==> src/rtl/dmem_lane_if.sv <==
// Core-side request/response handshake plus the byte-lane BRAM port.
// The slave modport belongs to dmem_lane_ctrl. The master modport belongs to the core and banks.
interface dmem_lane_if #(
    parameter int unsigned AddrWidth = 13
) ();
    logic                 req_valid;
    logic                 req_ready;
    logic                 req_we;
    logic [2:0]           req_funct3;
    logic [AddrWidth-1:0] req_addr;
    logic [31:0]          req_wdata;

    logic                 rsp_valid;
    logic                 rsp_ready;
    logic [31:0]          rsp_rdata;
    logic                 rsp_err;

    logic [AddrWidth-1:0] bram_w_addr;
    logic [AddrWidth-1:0] bram_r_addr;
    logic [3:0]           bram_write_en;
    logic [3:0]           bram_read_en;
    logic [31:0]          bram_din;
    logic [31:0]          bram_dout;

    modport master (
        output req_valid, req_we, req_funct3, req_addr, req_wdata, rsp_ready, bram_dout,
        input  req_ready, rsp_valid, rsp_rdata, rsp_err,
        input  bram_w_addr, bram_r_addr, bram_write_en, bram_read_en, bram_din
    );

    modport slave (
        input  req_valid, req_we, req_funct3, req_addr, req_wdata, rsp_ready, bram_dout,
        output req_ready, rsp_valid, rsp_rdata, rsp_err,
        output bram_w_addr, bram_r_addr, bram_write_en, bram_read_en, bram_din
    );
endinterface

==> src/rtl/dmem_lane_ctrl.sv <==
// Turns one RV32 load/store request into per-lane controls for four 8-bit BRAM banks.
// It returns the extended load result, or a store ack, with a misalignment error flag.
module dmem_lane_ctrl #(
    parameter int unsigned AddrWidth = 13
) (
    input logic        clk_i,
    input logic        rst_i,
    dmem_lane_if.slave bus_io
);
    typedef enum logic [1:0] {StIdle, StAccess, StResp} state_e;

    state_e               state_q, state_d;
    logic                 we_q, we_d;
    logic [2:0]           funct3_q, funct3_d;
    logic [AddrWidth-1:0] addr_q, addr_d;
    logic [31:0]          wdata_q, wdata_d;
    logic [31:0]          rdata_q, rdata_d;
    logic                 err_q, err_d;

    logic        legal;
    logic        in_access;
    logic [3:0]  lane_mask;
    logic [31:0] store_din;
    logic [7:0]  byte_sel;
    logic [15:0] half_sel;
    logic [31:0] load_val;

    assign in_access = (state_q == StAccess);

    // Decode the lane mask and legality from the registered request only.
    always_comb begin
        legal     = 1'b0;
        lane_mask = 4'b0000;
        case (funct3_q)
            3'd0, 3'd4: begin
                legal     = (funct3_q == 3'd0) || !we_q;
                lane_mask = 4'b0001 << addr_q[1:0];
            end
            3'd1, 3'd5: begin
                legal     = !addr_q[0] && ((funct3_q == 3'd1) || !we_q);
                lane_mask = addr_q[1] ? 4'b1100 : 4'b0011;
            end
            3'd2: begin
                legal     = (addr_q[1:0] == 2'b00);
                lane_mask = 4'b1111;
            end
            default: ;
        endcase
    end

    always_comb begin
        store_din = wdata_q;
        case (funct3_q[1:0])
            2'd0:    store_din = {4{wdata_q[7:0]}};
            2'd1:    store_din = {2{wdata_q[15:0]}};
            default: store_din = wdata_q;
        endcase
    end

    always_comb begin
        byte_sel = bus_io.bram_dout[7:0];
        case (addr_q[1:0])
            2'd0: byte_sel = bus_io.bram_dout[7:0];
            2'd1: byte_sel = bus_io.bram_dout[15:8];
            2'd2: byte_sel = bus_io.bram_dout[23:16];
            2'd3: byte_sel = bus_io.bram_dout[31:24];
            default: ;
        endcase
        half_sel = addr_q[1] ? bus_io.bram_dout[31:16] : bus_io.bram_dout[15:0];
        load_val = 32'h0;
        case (funct3_q)
            3'd0:    load_val = {{24{byte_sel[7]}}, byte_sel};
            3'd1:    load_val = {{16{half_sel[15]}}, half_sel};
            3'd2:    load_val = bus_io.bram_dout;
            3'd4:    load_val = {24'h0, byte_sel};
            3'd5:    load_val = {16'h0, half_sel};
            default: load_val = 32'h0;
        endcase
    end

    always_comb begin
        state_d  = state_q;
        we_d     = we_q;
        funct3_d = funct3_q;
        addr_d   = addr_q;
        wdata_d  = wdata_q;
        rdata_d  = rdata_q;
        err_d    = err_q;
        case (state_q)
            StIdle: begin
                if (bus_io.req_valid) begin
                    we_d     = bus_io.req_we;
                    funct3_d = bus_io.req_funct3;
                    addr_d   = bus_io.req_addr;
                    wdata_d  = bus_io.req_wdata;
                    state_d  = StAccess;
                end
            end
            StAccess: begin
                // Bank DOUT was updated on this cycle's negedge, so it is valid at this edge.
                rdata_d = (legal && !we_q) ? load_val : 32'h0;
                err_d   = !legal;
                state_d = StResp;
            end
            StResp: begin
                if (bus_io.rsp_ready) begin
                    rdata_d = 32'h0;
                    err_d   = 1'b0;
                    state_d = StIdle;
                end
            end
            default: state_d = StIdle;
        endcase
    end

    always_ff @(posedge clk_i or posedge rst_i) begin
        if (rst_i) begin
            state_q  <= StIdle;
            we_q     <= 1'b0;
            funct3_q <= 3'd0;
            addr_q   <= '0;
            wdata_q  <= 32'h0;
            rdata_q  <= 32'h0;
            err_q    <= 1'b0;
        end else begin
            state_q  <= state_d;
            we_q     <= we_d;
            funct3_q <= funct3_d;
            addr_q   <= addr_d;
            wdata_q  <= wdata_d;
            rdata_q  <= rdata_d;
            err_q    <= err_d;
        end
    end

    // Bank controls are decoded from state_q, so reset drops them without waiting for an edge.
    assign bus_io.req_ready     = (state_q == StIdle);
    assign bus_io.rsp_valid     = (state_q == StResp);
    assign bus_io.rsp_rdata     = rdata_q;
    assign bus_io.rsp_err       = err_q;
    assign bus_io.bram_w_addr   = in_access ? addr_q : '0;
    assign bus_io.bram_r_addr   = in_access ? addr_q : '0;
    assign bus_io.bram_din      = in_access ? store_din : 32'h0;
    assign bus_io.bram_write_en = (in_access && legal && we_q) ? lane_mask : 4'b0000;
    assign bus_io.bram_read_en  = (in_access && legal && !we_q) ? lane_mask : 4'b0000;
endmodule

==> src/flat_wrapper.sv <==
// flat-port wrapper written by rule: the top's interface ports become plain ports
module dmem_lane_ctrl_flat 
#(
    parameter int unsigned AddrWidth = 13
)
  (clk_i, rst_i, bus_io_req_valid, bus_io_req_we, bus_io_req_funct3, bus_io_req_addr, bus_io_req_wdata, bus_io_rsp_ready, bus_io_bram_dout, bus_io_req_ready, bus_io_rsp_valid, bus_io_rsp_rdata, bus_io_rsp_err, bus_io_bram_w_addr, bus_io_bram_r_addr, bus_io_bram_write_en, bus_io_bram_read_en, bus_io_bram_din);
  dmem_lane_if #(.AddrWidth(AddrWidth)) bus_io_i ();
  input logic clk_i;
  input logic rst_i;
  input wire logic [$bits(bus_io_i.req_valid)-1:0] bus_io_req_valid;
  input wire logic [$bits(bus_io_i.req_we)-1:0] bus_io_req_we;
  input wire logic [$bits(bus_io_i.req_funct3)-1:0] bus_io_req_funct3;
  input wire logic [$bits(bus_io_i.req_addr)-1:0] bus_io_req_addr;
  input wire logic [$bits(bus_io_i.req_wdata)-1:0] bus_io_req_wdata;
  input wire logic [$bits(bus_io_i.rsp_ready)-1:0] bus_io_rsp_ready;
  input wire logic [$bits(bus_io_i.bram_dout)-1:0] bus_io_bram_dout;
  output wire logic [$bits(bus_io_i.req_ready)-1:0] bus_io_req_ready;
  output wire logic [$bits(bus_io_i.rsp_valid)-1:0] bus_io_rsp_valid;
  output wire logic [$bits(bus_io_i.rsp_rdata)-1:0] bus_io_rsp_rdata;
  output wire logic [$bits(bus_io_i.rsp_err)-1:0] bus_io_rsp_err;
  output wire logic [$bits(bus_io_i.bram_w_addr)-1:0] bus_io_bram_w_addr;
  output wire logic [$bits(bus_io_i.bram_r_addr)-1:0] bus_io_bram_r_addr;
  output wire logic [$bits(bus_io_i.bram_write_en)-1:0] bus_io_bram_write_en;
  output wire logic [$bits(bus_io_i.bram_read_en)-1:0] bus_io_bram_read_en;
  output wire logic [$bits(bus_io_i.bram_din)-1:0] bus_io_bram_din;
  assign bus_io_i.req_valid = bus_io_req_valid;
  assign bus_io_i.req_we = bus_io_req_we;
  assign bus_io_i.req_funct3 = bus_io_req_funct3;
  assign bus_io_i.req_addr = bus_io_req_addr;
  assign bus_io_i.req_wdata = bus_io_req_wdata;
  assign bus_io_i.rsp_ready = bus_io_rsp_ready;
  assign bus_io_i.bram_dout = bus_io_bram_dout;
  assign bus_io_req_ready = bus_io_i.req_ready;
  assign bus_io_rsp_valid = bus_io_i.rsp_valid;
  assign bus_io_rsp_rdata = bus_io_i.rsp_rdata;
  assign bus_io_rsp_err = bus_io_i.rsp_err;
  assign bus_io_bram_w_addr = bus_io_i.bram_w_addr;
  assign bus_io_bram_r_addr = bus_io_i.bram_r_addr;
  assign bus_io_bram_write_en = bus_io_i.bram_write_en;
  assign bus_io_bram_read_en = bus_io_i.bram_read_en;
  assign bus_io_bram_din = bus_io_i.bram_din;
  dmem_lane_ctrl #(.AddrWidth(AddrWidth)) u_core (.clk_i(clk_i), .rst_i(rst_i), .bus_io(bus_io_i));
endmodule
==> config.mk <==
export PLATFORM = sky130hd
export DESIGN_NAME = dmem_lane_ctrl_flat
export DESIGN_NICKNAME = d
export VERILOG_FILES = /design/src/rtl/dmem_lane_if.sv /design/src/rtl/dmem_lane_ctrl.sv /design/src/flat_wrapper.sv
export SDC_FILE = /design/constraint.sdc
export NUM_CORES = 1
export LEC_CHECK = 0
export CELL_PAD_IN_SITES_DETAIL_PLACEMENT = 1
export CELL_PAD_IN_SITES_GLOBAL_PLACEMENT = 2
export CORE_ASPECT_RATIO = 1.25
export CORE_MARGIN = 10
export CORE_UTILIZATION = 26
export DETAILED_ROUTE_END_ITERATION = 16
export HOLD_SLACK_MARGIN = 0.12
export MAX_ROUTING_LAYER = met4
export PLACE_DENSITY_LB_ADDON = 0.2
export SYNTH_ARGS = -nofsm -noshare
export SYNTH_HDL_FRONTEND = slang
export SYNTH_SLANG_ARGS = --single-unit
export TNS_END_PERCENT = 100
==> constraint.sdc <==
create_clock -name clk_i -period 3.1 [get_ports clk_i]
set_input_delay 0.62 -clock clk_i [delete_from_list [all_inputs] [get_ports clk_i]]
set_output_delay 0.62 -clock clk_i [all_outputs]
set_load 0.1 [all_outputs]
-- After elaboration in Yosys (flattened, before gate mapping)
Index checks and enable logic that the tools add are counted.
- bits in registers: 84
- output and inout port bits: 101
- logic and storage cells: 59
- equal/unequal tests: 12
- shifts and indexed selects: 1
- muxes and demuxes: 19
- reductions and logical operators: 20
- operators by type and width (operator ; count):
    32-bit case mux with 5 select lines ; 1
    32-bit case mux with 2 select lines ; 2
    32-bit 2-to-1 mux ; 3
    8-bit case mux with 4 select lines ; 1
    16-bit 2-to-1 mux ; 1
    13-bit 2-to-1 mux ; 1
    4-bit 2-to-1 mux ; 3
    4-bit case mux with 3 select lines ; 1
    2-bit by 1-bit == test with 1-bit output, second input constant ; 3
    2-bit == test, second input constant ; 3
    3-bit == test, second input constant ; 2
    2-bit zero test ; 3
    2-bit case mux with 3 select lines ; 1
    2-bit AND reduction ; 3
    1-bit logical AND ; 5
    2-bit 2-to-1 mux ; 2
    2-bit inequality test, second input constant ; 2
    2-bit OR reduction ; 2
    1-bit by 2-bit left shift with 4-bit output, first input constant ; 1
    3-bit by 1-bit == test with 1-bit output, second input constant ; 1
    3-bit by 2-bit == test with 1-bit output, second input constant ; 1
    1-bit zero test ; 3
    3-bit zero test ; 1
    1-bit case mux with 3 select lines ; 1
    other kinds (4) ; 5

-- Depth between registers and ports, before layout
- depth after elaboration: 7
- gate-level depth with buffers: 6
- depth with buffers taken out: 5

-- Least setup slack after synthesis
No wires, ideal clock.
- kind: register to output
- from: register u_core.addr_q[0]
- to: output port bus_io_bram_read_en[1]
- arrival: 4.025 ns
- data required time: 2.480 ns
- path slack: -1.545 ns
- cell stages (with the launch flop): 6
- buffers on the path: 1
- cell sequence: dfrtp_1 -> buf_4 -> or3b_2 -> o21ai_0 -> o21ai_0 -> nor4_1
- longest elaborated chain between the ends: 6
- elaborated cells on any way between the ends: 9
- classes of those cells: shift (1); mux (3); reduce/logical (5)
- RTL lines (item ; RTL line ; source):
    start: declaration ; dmem_lane_ctrl.sv:15 ; logic [AddrWidth-1:0] addr_q, addr_d;
    start signal: assignment ; dmem_lane_ctrl.sv:129 ; addr_q <= addr_d;
    1-bit zero test ; dmem_lane_ctrl.sv:40 ; legal = !addr_q[0] && ((funct3_q == 3'd1) || !we_q);
    1-bit logical AND ; dmem_lane_ctrl.sv:40 ;
    1-bit case mux with 3 select lines ; dmem_lane_ctrl.sv:34 ; case (funct3_q)
    1-bit logical AND (2 in a row) ; dmem_lane_ctrl.sv:145 ; assign bus_io.bram_read_en = (in_access && legal && !we_q) ? lane_mask : 4'b0000;
    4-bit 2-to-1 mux (*) ; dmem_lane_ctrl.sv:145 ;
    end: declaration ; flat_wrapper.sv:24 ; output wire logic [$bits(bus_io_i.bram_read_en)-1:0] bus_io_bram_read_en;
Mark *: on every way between the ends. The rest lies on a longest branch, timed or not.

-- Worst setup path after layout
- from: register u_core.addr_q[0]
- to: output port bus_io_bram_write_en[1]
- longest elaborated chain between the ends: 6
- elaborated cells on any way between the ends: 9
- classes of those cells: shift (1); mux (3); reduce/logical (5)
- RTL lines (item ; RTL line ; source):
    1-bit zero test ; dmem_lane_ctrl.sv:40 ;
    1-bit logical AND ; dmem_lane_ctrl.sv:40 ;
    1-bit case mux with 3 select lines ; dmem_lane_ctrl.sv:34 ;
    1-bit logical AND (2 in a row) ; dmem_lane_ctrl.sv:144 ; assign bus_io.bram_write_en = (in_access && legal && we_q) ? lane_mask : 4'b0000;
    4-bit 2-to-1 mux (*) ; dmem_lane_ctrl.sv:144 ;
    end: declaration ; flat_wrapper.sv:23 ; output wire logic [$bits(bus_io_i.bram_write_en)-1:0] bus_io_bram_write_en;
Marks and branches as above.

==> out/results.txt <==
DRT iter0 DRCs -> 215
worst slack at placement -> 577 ps
adder-cell share of the synthesized area -> 0
Routed WL -> 17.9 mm
critical path buffer and inverter count -> 1
IO Port Bufs -> 185
Max Slew Vio Count -> 0
Die Span X -> 139 um
Crit path max-delay family -> compound AO/OA/AOI/OAI gates
RSZ-0062 raised after global routing -> false
antenna violations before repair -> 0
final std cells w/o fill -> 818
FF+latch count, synth -> 84
Nets -> 673
area occupied by multi-input gates -> 2260 sq um
htree depth -> 3
crit end category -> output port
hold slack -> 482 ps
WL per Instance -> 21.9 um
Mapped Cells -> 425
CTS resizes -> 0
CTS Buf Count -> 9
r2r startpoint -> u_core.addr_q[1]$_DFFE_PP0P_
Synth Cell Area -> 4630 sq um
register area -> 2100 sq um
min Tclk post-route -> 2890 ps
worst path required time -> 2480 ps
combinational family with the most area after synthesis -> multiplexers
CP max FO -> 16
Total GRT Usage -> 0.154
Starting Density -> 0.264
Core ar. -> 17500 sq um
Reg clk slew, reported paths -> 60 ps
root buf cell -> clkbuf_16
CP Cell Sequence -> a21oi_1 > a21o_1 > nand3_1 > a21oi_2 > buf_12
clock tree buffer depth -> 2
cts hold-fix bufs -> 0
hold depth -> 1
worst clock skew -> 3.20 ps
sequential fraction of the synthesis area -> 0.454
vias in the first global route -> 4525
Max Cap Viol -> 0
status -> complete, no violations
final hold vios -> 0
Via density -> 4.87
Yosys warning count -> 0
DRT Pass-1 Iters -> 4
GRT overflow -> 0
mux cell area share after synthesis -> 0.202
crit path kind -> reg -> out
Final HPWL DP -> 14.2 mm
critical path endpoint -> bus_io_bram_write_en[1]
setup bufs post-CTS -> 0
startpoint types -> flop
Yosys cell types -> 45
Worst Hold Class -> reg -> reg
Residual DRC -> 0
final worst-path setup slack -> 212 ps
post-route ant nets -> 0
Fmax -> 346 MHz
CTS tree -> yes
P&R area growth vs syn -> 62.1%
Fill cells -> 1844
fin crit share -> 0.932
syn_nets -> 510
die area -> 23600 sq um
R2R depth -> 4
FF-to-FF End -> u_core.bus_io.rsp_rdata[2]$_DFFE_PP0P_
Least-Margin Pin Slew -> 781 ps
Synth Area in Compound Gates -> 0.153
Routability Congestion -> 0.878
clk sink count -> 84
average cell area after synthesis -> 10.9 sq um
Post-Synth Simple-Gate Area -> 0.120
first-pass GRT wire length -> 27.6 mm
Die Height -> 169 um
r2r setup slk -> 1060 ps
vias -> 3986
Slew HR -> 0.479
slowest library cell on the worst path -> dfrtp_1
Finish-stage setup viols -> 0
xor/xnor cell area share of the yosys netlist -> 0
Worst path depth -> 5
# rows -> 54
largest net degree at the start of global routing -> 34
Crit path arrival time -> 2270 ps
cell count after placement -> 801
biggest cell delay along the critical path -> 580 ps
Critical Path Start -> u_core.addr_q[0]$_DFFE_PP0P_
share of layout cells above drive strength 1 -> 0.356
worst skew pair latency -> 340 ps
IO Pins -> 186
## sequential cells by signal, indices dropped and copies added, names as in the netlist
| register | cells |
|---|---|
| u_core.bus_io.rsp_rdata | 32 |
| u_core.we_q | 1 |
| u_core.bus_io.rsp_err | 1 |
| u_core.state_q | 2 |
| u_core.addr_q | 13 |
| u_core.funct3_q | 3 |
| u_core.wdata_q | 32 |
## through the flow
step           cell area, sq um  setup TNS [ps]  utilization
2_1_floorplan              4690            -373            -
3_3_place_gp               7230               0        0.413
3_5_place_dp               7230               0        0.413
4_1_cts                    7500               0        0.429
5_1_grt                    7500               0        0.429
6_report                   7500               0        0.429
## layout make-up
| type | instances | share of cell area |
|---|---|---|
| inverter | 10 | 0.00517 |
| antenna | 1 | 0.000334 |
| multi-input combinational | 284 | 0.302 |
| timing repair buffer | 199 | 0.339 |
| clock inverter | 4 | 0.00334 |
| tap | 224 | 0.0374 |
| sequential | 84 | 0.280 |
| clock buffer | 12 | 0.0329 |
## worst min-delay path by stage
stage,to,start,slack [ps]
after global routing,u_core.bus_io.rsp_rdata[15]$_DFFE_PP0P_,u_core.bus_io.rsp_rdata[15]$_DFFE_PP0P_,510
final,u_core.bus_io.rsp_rdata[15]$_DFFE_PP0P_,u_core.bus_io.rsp_rdata[15]$_DFFE_PP0P_,480
after global placement,u_core.bus_io.rsp_rdata[15]$_DFFE_PP0P_,u_core.bus_io.rsp_rdata[15]$_DFFE_PP0P_,470
after floorplan,u_core.addr_q[2]$_DFFE_PP0P_,u_core.addr_q[2]$_DFFE_PP0P_,470
after CTS,u_core.bus_io.rsp_rdata[15]$_DFFE_PP0P_,u_core.bus_io.rsp_rdata[15]$_DFFE_PP0P_,490
after detailed placement,u_core.bus_io.rsp_rdata[15]$_DFFE_PP0P_,u_core.bus_io.rsp_rdata[15]$_DFFE_PP0P_,470
## cells in the mapped netlist (all sizes together)
library cell / number / area (sq um)
or3b: 2 / 20.0
nor2b: 2 / 12.5
mux2: 50 / 567
a2bb2oi: 17 / 149
a21o: 2 / 15.0
nand2: 28 / 105
nor2: 34 / 135
mux4: 7 / 176
a21oi: 24 / 120
and2b: 1 / 7.51
nand3b: 1 / 7.51
inv: 10 / 37.5
nand2b: 4 / 32.5
nor4b: 3 / 41.3
a221o: 7 / 70.1
buf: 32 / 234
o22ai: 1 / 6.26
o21ai: 35 / 179
nor4: 3 / 18.8
dfrtp: 84 / 2100
nor3: 1 / 5.00
clkbuf: 15 / 57.6
nand3: 1 / 5.00
nor3b: 2 / 20.0
a222oi: 7 / 70.1
a22o: 7 / 61.3
a22oi: 2 / 20.0
o21a: 2 / 15.0
and2: 23 / 144
mux2i: 18 / 193
## logic make-up after synthesis
group / Yosys count
flops: 84
buf+inv: 57
compound gates: 104
simple gates: 105
mux: 75
## per-layer routing
layer | share of wire | vias to the layer above | track usage
met1 | 0.40 | 1976 | 0.173
met5 | 0 | - | -
met3 | 0.080 | 19 | 0.0540
met2 | 0.49 | 142 | 0.248
li1 | - | 1849 | -
met4 | 0.023 | 0 | 0.0572
## cell usage in the layout (no fill, tap or decap), types with 5 or more instances in the layout
cell type	count
a21oi_2	11
a21oi_1	13
buf_12	67
nand2_1	28
mux2i_1	17
o21ai_0	23
clkbuf_16	9
nor2_2	5
buf_4	48
nor2_1	28
and2_1	22
a222oi_1	7
a2bb2oi_1	17
mux4_1	5
clkdlybuf4s50_1	84
a22o_1	7
inv_1	9
mux2_2	49
a221o_1	7
o21ai_1	11
dfrtp_1	83
Power is left out: the tool's default activity adds up to more than one toggle a clock period on the data nets, which glitch-free logic cannot reach.
